### src/rtl/request_sequencer.sv
// ----------------------------------------------------------------------------
// request_sequencer
//
// Initiator side of the LED-walker request/busy handshake. Single-cycle
// upstream events are collected in a saturating pending counter. One request
// at a time is offered to the walker, and only while it reports idle. Each
// request is tracked through acceptance (busy rises) and completion (busy
// falls). A request that is never accepted is abandoned after TIMEOUT_CYCLES.
//
// Parameters:
//   PW             - pending-counter width; up to 2^PW-1 queued requests
//   TIMEOUT_CYCLES - cycles o_request may wait for i_busy before abandoning
//
// Ports:
//   i_clk      - system clock
//   i_reset    - synchronous, active-high reset
//   i_event    - single-cycle request pulse from the upstream source
//   i_clear    - single-cycle pulse clearing o_overflow and o_timeout
//   i_busy     - walker busy
//   o_request  - request to the walker (registered)
//   o_pending  - queued requests, including the one in flight
//   o_done     - one-cycle pulse when a walk completes
//   o_overflow - sticky: an event was dropped because the counter was full
//   o_timeout  - sticky: a request was abandoned after TIMEOUT_CYCLES
// ----------------------------------------------------------------------------
module request_sequencer #(
    parameter int PW             = 3,
    parameter int TIMEOUT_CYCLES = 24_000_000
) (
    input  logic          i_clk,
    input  logic          i_reset,
    input  logic          i_event,
    input  logic          i_clear,
    input  logic          i_busy,
    output logic          o_request,
    output logic [PW-1:0] o_pending,
    output logic          o_done,
    output logic          o_overflow,
    output logic          o_timeout
);

    typedef enum logic [1:0] {
        S_IDLE = 2'd0,
        S_REQ  = 2'd1,
        S_BUSY = 2'd2
    } state_t;

    localparam logic [31:0]   TIMEOUT_LAST = 32'(TIMEOUT_CYCLES - 1);
    localparam logic [PW-1:0] PENDING_MAX  = '1;

    state_t        state_q, state_d;
    logic [31:0]   timer_q, timer_d;
    logic          request_q, request_d;
    logic [PW-1:0] pending_q, pending_d;
    logic          done_q, done_d;
    logic          overflow_q, overflow_d;
    logic          timeout_q, timeout_d;

    // One queued request leaves the counter (completion or abandonment).
    logic dec;
    logic timeout_set;
    logic overflow_set;

    // Handshake state machine.
    always_comb begin
        state_d     = state_q;
        timer_d     = timer_q;
        request_d   = request_q;
        done_d      = 1'b0;
        dec         = 1'b0;
        timeout_set = 1'b0;

        case (state_q)
            S_IDLE: begin
                request_d = 1'b0;
                timer_d   = '0;
                if ((pending_q != '0) && !i_busy) begin
                    state_d   = S_REQ;
                    request_d = 1'b1;
                end
            end
            S_REQ: begin
                request_d = 1'b1;
                // Acceptance takes priority over an expiring timer.
                if (i_busy) begin
                    state_d   = S_BUSY;
                    request_d = 1'b0;
                    timer_d   = '0;
                end else if (timer_q == TIMEOUT_LAST) begin
                    state_d     = S_IDLE;
                    request_d   = 1'b0;
                    timer_d     = '0;
                    timeout_set = 1'b1;
                    dec         = 1'b1;
                end else begin
                    timer_d = timer_q + 32'd1;
                end
            end
            S_BUSY: begin
                request_d = 1'b0;
                // A glitch that already fell is completed on the first
                // low cycle seen here.
                if (!i_busy) begin
                    state_d = S_IDLE;
                    done_d  = 1'b1;
                    dec     = 1'b1;
                end
            end
            default: begin
                state_d   = S_IDLE;
                request_d = 1'b0;
                timer_d   = '0;
            end
        endcase
    end

    // Pending counter: an event landing on a decrement cancels it out, so a
    // full counter does not report overflow in that cycle. Decrements only
    // happen from REQ/BUSY where the count is at least one.
    always_comb begin
        pending_d    = pending_q;
        overflow_set = 1'b0;
        if (i_event && !dec) begin
            if (pending_q != PENDING_MAX) begin
                pending_d = pending_q + 1'b1;
            end else begin
                overflow_set = 1'b1;
            end
        end else if (!i_event && dec) begin
            pending_d = pending_q - 1'b1;
        end
    end

    // Sticky flags: a set in the same cycle as i_clear leaves the flag set.
    always_comb begin
        overflow_d = (overflow_q & ~i_clear) | overflow_set;
        timeout_d  = (timeout_q & ~i_clear) | timeout_set;
    end

    always_ff @(posedge i_clk) begin
        if (i_reset) begin
            state_q    <= S_IDLE;
            timer_q    <= '0;
            request_q  <= 1'b0;
            pending_q  <= '0;
            done_q     <= 1'b0;
            overflow_q <= 1'b0;
            timeout_q  <= 1'b0;
        end else begin
            state_q    <= state_d;
            timer_q    <= timer_d;
            request_q  <= request_d;
            pending_q  <= pending_d;
            done_q     <= done_d;
            overflow_q <= overflow_d;
            timeout_q  <= timeout_d;
        end
    end

    assign o_request  = request_q;
    assign o_pending  = pending_q;
    assign o_done     = done_q;
    assign o_overflow = overflow_q;
    assign o_timeout  = timeout_q;

endmodule

### config.mk
export PLATFORM = sky130hd
export DESIGN_NAME = request_sequencer
export DESIGN_NICKNAME = d
export VERILOG_FILES = /design/src/rtl/request_sequencer.sv
export SDC_FILE = /design/constraint.sdc
export NUM_CORES = 1
export LEC_CHECK = 0
export CELL_PAD_IN_SITES_DETAIL_PLACEMENT = 0
export CELL_PAD_IN_SITES_GLOBAL_PLACEMENT = 2
export CORE_UTILIZATION = 25
export DETAILED_ROUTE_END_ITERATION = 10
export GPL_TIMING_DRIVEN = 0
export PLACE_DENSITY = 0.57
export SETUP_SLACK_MARGIN = 0.4
export SLEW_MARGIN = 30
export SYNTH_ARGS = -nofsm -noshare
export SYNTH_HDL_FRONTEND = slang
export SYNTH_SLANG_ARGS = --single-unit
### constraint.sdc
create_clock -name i_clk -period 3.76 [get_ports i_clk]
set_input_delay 0.752 -clock i_clk [delete_from_list [all_inputs] [get_ports i_clk]]
set_output_delay 0.752 -clock i_clk [all_outputs]
set_load 0.01 [all_outputs]
; ---- Yosys cells after proc, flatten, opt, wreduce, memory -nomap -nowiden
; Cells that the tools add are included.
[totals]
inputBits = 5
ram_bits = 0
rom_bits = 0
n_memories = 0
ff_bits = 41
elab_cells = 58
latch_bits = 0
[classes]
magnitude_cmp = 0
n_mux = 22
shifts = 0
multipliers = 0
bitwise_logic = 6
n_eq_ne = 8
add_sub_neg = 3
n_div = 0
reduce_logical = 12
[ops]
columns = cell, count
row1 = $mux 32, 2
row2 = $pmux 32 s2, 1
row3 = $add 32x1->32 const B, 1
row4 = $eq 32x25->1 const B, 1
row5 = $mux 1, 9
row6 = $mux 3, 3
row7 = $mux 2, 4
row8 = $ne 3x3->1 const B, 2
row9 = $pmux 2 s3, 1
row10 = $ne 2x2->1 const B, 2
row11 = $pmux 1 s2, 2
row12 = $add 3x1->3 const B, 1
row13 = $logic_and 1x1->1, 3
row14 = $logic_not 1->1, 3
row15 = $reduce_and 3->1, 1
row16 = $reduce_bool 3->1, 1
row17 = $sub 3x1->3 const B, 1
row18 = $and 1x1->1, 2
row19 = $eq 2x1->1 const B, 1
row20 = $eq 2x2->1 const B, 1
row21 = $logic_not 2->1, 1
row22 = $ne 2x1->1 const B, 1
row23 = $not 1->1, 2
row24 = $or 1x1->1, 2
row25 = other kinds (3), 3

; ---- Longest topological paths before layout
[logic_depth]
depth_word = 8
depth_mapped = 11
depth_no_buf = 10

; ---- Least setup slack after synthesis
; No wires, ideal clock.
[synth_timing]
path_type = register to register
start = register state_q[0]
end = register pending_q[2], in the netlist o_pending[2]
path_stages_with_launch = 12
setup_time_ns = 0.121
required_ns = 3.639
period_less_slack_ns = 2.266
n_path_buf = 1
arrival_time_ns = 2.145
setup_slack_ns = 1.494
path_cell_list = dfxtp_1 > inv_1 > ha_1 > clkbuf_1 > inv_1 > o41ai_2 > nand3b_2 > nand2_1 > fa_1 > and3_1 > mux2i_1 > mux2_2
[synth_via]
elab_chain_len = 6
word_cells_on_any_way = 10
cone_classes = eq/ne: 3 / mux: 2 / reduce/logical: 5
[synth_rtl]
columns = item, line
row1 = "start, declared", 51  ; state_t state_q, state_d;
row2 = "start signal, assigned", 150  ; state_q <= state_d;
row3 = $eq 2x2->1 / $eq 2x1->1 (equally long branches), 73  ; case (state_q)
row4 = $pmux 1 s2 (*), 73
row5 = $logic_not 1->1, 123  ; if (i_event && !dec) begin
row6 = $logic_and 1x1->1, 123
row7 = $ne 2x1->1 (no source line) / $reduce_bool 2->1 (equally long branches), --
row8 = $reduce_and 2->1 (no source line), --
row9 = "end signal, assigned", 153  ; pending_q <= pending_d;
row10 = "end, declared", 54  ; logic [PW-1:0] pending_q, pending_d;
; Mark *: on every way between the ends. The rest lies on a longest branch, timed or not.
; A chain may end at the register's enable or synchronous reset.

; ---- Final worst setup path
[layout_timing]
start = register state_q[0]
end = register timer_q[29]
[layout_via]
elab_chain_len = 2
word_cells_on_any_way = 3
cone_classes = eq/ne: 2 / mux: 1
[layout_rtl]
columns = item, line
row1 = $eq 2x2->1 / $eq 2x1->1 (equally long branches), 73
row2 = $pmux 32 s2, 73
row3 = "end signal, assigned", 151  ; timer_q <= timer_d;
row4 = "end, declared", 52  ; logic [31:0] timer_q, timer_d;
; Parallel ways exist; a longest one is shown, timed or not.

==> results_tabular.tex <==
\begin{tabular}{lr}
\hline
Metric & Value \\
\hline
\multicolumn{2}{l}{\textbf{Worst hold path}} \\
Hold/Removal Path Class & register to register \\
Launch point of the worst hold path & o\_overflow \\
\multicolumn{2}{l}{\textbf{Clocking}} \\
Clock Sinks & 41 \\
Quantity of hold-fixing buffers added after cts & 0 \\
Buffer levels on the longest clock path & 2 \\
Number of H-tree levels & 2 \\
Clock Pin Slew Worst Setup and Hold Paths & approximately 0.08 ns \\
Clock latency at the later pin of the worst-skew pair & around 0.3 ns \\
Inserted Clock Buffers & 5 \\
CTS root buffer & clkbuf\_8 \\
Buffer count from post-CTS setup fixing & 0 \\
Post-cts gate resize count & 0 \\
CTS tree & built \\
\multicolumn{2}{l}{\textbf{Outcome}} \\
Result of the run & finished, final reports clean \\
\multicolumn{2}{l}{\textbf{Logic synthesis}} \\
Post-synthesis cell type count & 37 \\
Share of async-settable or async-resettable flops after synthesis & 0\% \\
Proportion of netlist area held by the largest area contributor & 41.1\% \\
Primary FF master, synth & dfxtp\_1 \\
Most area-consuming cells after synthesis & dfxtp\_1, nor2\_1, xor2\_1 \\
Number of synthesized register bits & 41 \\
Number of instances in the synthesized netlist & around 230 \\
Most numerous cell types in the synthesized netlist & dfxtp\_1, nor2\_1, nand2\_1 \\
Syn\_area\_per\_cell & between 8 and 9 sq um \\
Seq/Total Area, Yosys & about two fifths \\
Net Count, Synth & 235 \\
Synthesized area & between 1500 and 2000 sq um \\
Library cell with the largest summed area after synthesis & dfxtp\_1 \\
Number of flops mapped to enable cells by yosys & 0 \\
Number of warnings issued by yosys & 0 \\
\multicolumn{2}{l}{\textbf{Die}} \\
Die outline area & 8350 sq um \\
Number of ports placed on the die boundary & 12 \\
Width of the chip & slightly above 90 microns \\
Die extent in y & 91.4 microns \\
Cell Rows & 32 \\
Starting density of the core & about 26\% \\
Core area & roughly 7700 sq um \\
\multicolumn{2}{l}{\textbf{Route}} \\
Total vias in the final route & between 1500 and 2000 \\
Drt wl/cell & between 10 and 15 microns \\
Drt first-iter violations & 43 \\
DRC violation count after routing & 0 \\
Number of nets with antenna violations after detailed routing & 0 \\
Detailed-route vias per instance & about 4.4 \\
First drt pass iteration count & 4 \\
Routed WL & about 4.3 mm \\
\multicolumn{2}{l}{\textbf{Worst setup path}} \\
Reg2Reg Setup Slack & 1.10 ns \\
Nature of the critical path endpoint & register \\
Critical register-to-register path startpoint & state\_q[0] \\
Startpoint types & register \\
Arrival time of data at the critical path endpoint & 2.84 ns \\
Start point of the critical path & state\_q[0] \\
Maximum fanout along the worst path & 8 \\
Required @ worst endpoint & 3.94 ns \\
CP Class & register to register \\
\multicolumn{2}{l}{\textbf{Global route}} \\
Number of global-route vias before repair & 1492 \\
Overflow left after global routing & 0 \\
Pin count of the biggest net entering global routing & 14 \\
First-pass GRT wire length & 7.40 mm \\
Global-route usage over all layers & 11.4\% \\
Antenna violations before repair & 0 \\
\multicolumn{2}{l}{\textbf{Timing}} \\
Final critical-path setup slack & between 1 and 1.5 ns \\
Time the worst path needs with I/O delays and setup & 2.66 ns \\
Final worst path period share & between 70\% and 80\% \\
Maximum clock rate & between 300 and 400 MHz \\
Worst slew margin relative to its limit & a little over two fifths \\
Number of failing setup endpoints in the final timing report & 0 \\
Unrepaired setup endpoints after global routing & no \\
Final Slew Violations & 0 \\
Least-Margin Pin Slew & 0.854 ns \\
Number of endpoints with negative hold slack in the final report & 0 \\
Final worst clock skew & between 0.007 and 0.008 ns \\
Setup\_tns & 0 ns \\
\multicolumn{2}{l}{\textbf{Cells and area}} \\
Layout cells sized above 1 & 8.20\% \\
Post-Layout Cell Count & 346 \\
Count of inserted antenna diode cells & 0 \\
Final \#Nets & between 200 and 300 \\
Count of filler cells inserted in the layout & 834 \\
Area growth syn-to-layout & 16.2\% \\
\multicolumn{2}{l}{\textbf{Place}} \\
Placed cell count & 338 \\
Pre-CTS setup slack & $\sim$0.88 ns \\
Final RePlAce weighted congestion & around 0.66 \\
Total of buffers placed on input and output ports & 11 \\
Dpl hpwl & between 3 and 4 mm \\
\multicolumn{2}{l}{\textbf{Power}} \\
Largest voltage drop on the vdd net & around 0.12 mV \\
Power per unit of standard cell area & $\sim$340 nW/um\^{}2 \\
Leakage component of the power & just under 0.8 nW \\
Pwr Total & approximately 0.80 mW \\
\multicolumn{2}{l}{\textbf{Flow run}} \\
Count of maximum capacitance violations & 0 \\
\hline
\end{tabular}
final timing paths:
path | end | cells past startpoint
max | timer_q[29] | 9
min | o_overflow | 2
max reg2reg | timer_q[29] | 9
min reg2reg | o_overflow | 2
where the power goes:
group	internal, mW	switching (mW)	leakage (nW)	total [mW]
logic	0.0302	0.0313	0.421	0.0615
registers	0.441	0.00856	0.331	0.449
clock network	0.128	0.161	0.0439	0.289
layout by cell type, fill, tap and decap left out, types with 3 or more instances in the layout:
cell type,netlist,routed
dfxtp_1,41,41
nor3_1,4,4
nand2b_1,4,4
and3_1,10,10
nand4_1,5,5
clkbuf_8,0,5
buf_2,4,4
ha_1,4,4
nand3_1,7,7
nand2_1,18,18
nor2b_1,7,7
nor2_1,41,41
a21oi_1,7,7
mux2i_1,3,3
and4_1,8,8
clkdlybuf4s50_1,0,11
inv_1,5,5
xor2_1,15,15
o21ai_0,3,3
xnor2_1,13,13
routing by layer:
metal  track usage (%)  vias to the layer above  share of wire (%)
li1                  -                      802                  -
met1              15.6                      696                 53
met4              4.37                        0                1.6
met5                 0                        -                  0
met3              3.02                        6                2.9
met2              17.0                       29                 42
critical path, stage by stage (launching register included):
cell and delay, ns:
dfxtp_1 0.36, inv_1 0.07, ha_1 0.19, clkbuf_1 0.20, and4b_1 0.42, nand2_1 0.16, nor4_1 0.69, and3_1 0.29
xnor2_1 0.12, nor2_1 0.05
flip-flops by register name, summed over array words and instances, names as in the netlist:
signal      cells
o_done          1
o_overflow      1
o_pending       3
o_request       1
o_timeout       1
state_q         2
timer_q        32
logic make-up after synthesis:
kind of cell | share of synthesized area, %
compound gates | 5.39
xor+xnor | 12.3
fa+ha+maj | 3.51
buf+inv | 2.32
flops | 41.1
mux | 3.57
simple gates | 31.8
metrics by stage:
step | hold slack [ns] | cell area [sq um] | utilization (%)
floorplan | 0.476 | 2000 | -
global placement | 0.468 | 2230 | 28.9
detailed placement | 0.466 | 2230 | 28.9
CTS | 0.487 | 2320 | 30.0
global route | 0.522 | 2320 | 30.0
finish | 0.487 | 2320 | 30.0
final cells by class:
cell class	count	area (sq um)	share of cell area (%)
plain buffers	6	27.5	1.19
clock buffers	5	68.8	2.96
clock inverters	3	17.5	0.755
inverters	5	18.8	0.809
multi-input cells	173	1130	48.7
flip-flops and latches	41	821	35.4
well taps	102	128	5.50
repair buffers	11	110	4.74
Power figures use the tool's default switching activity.
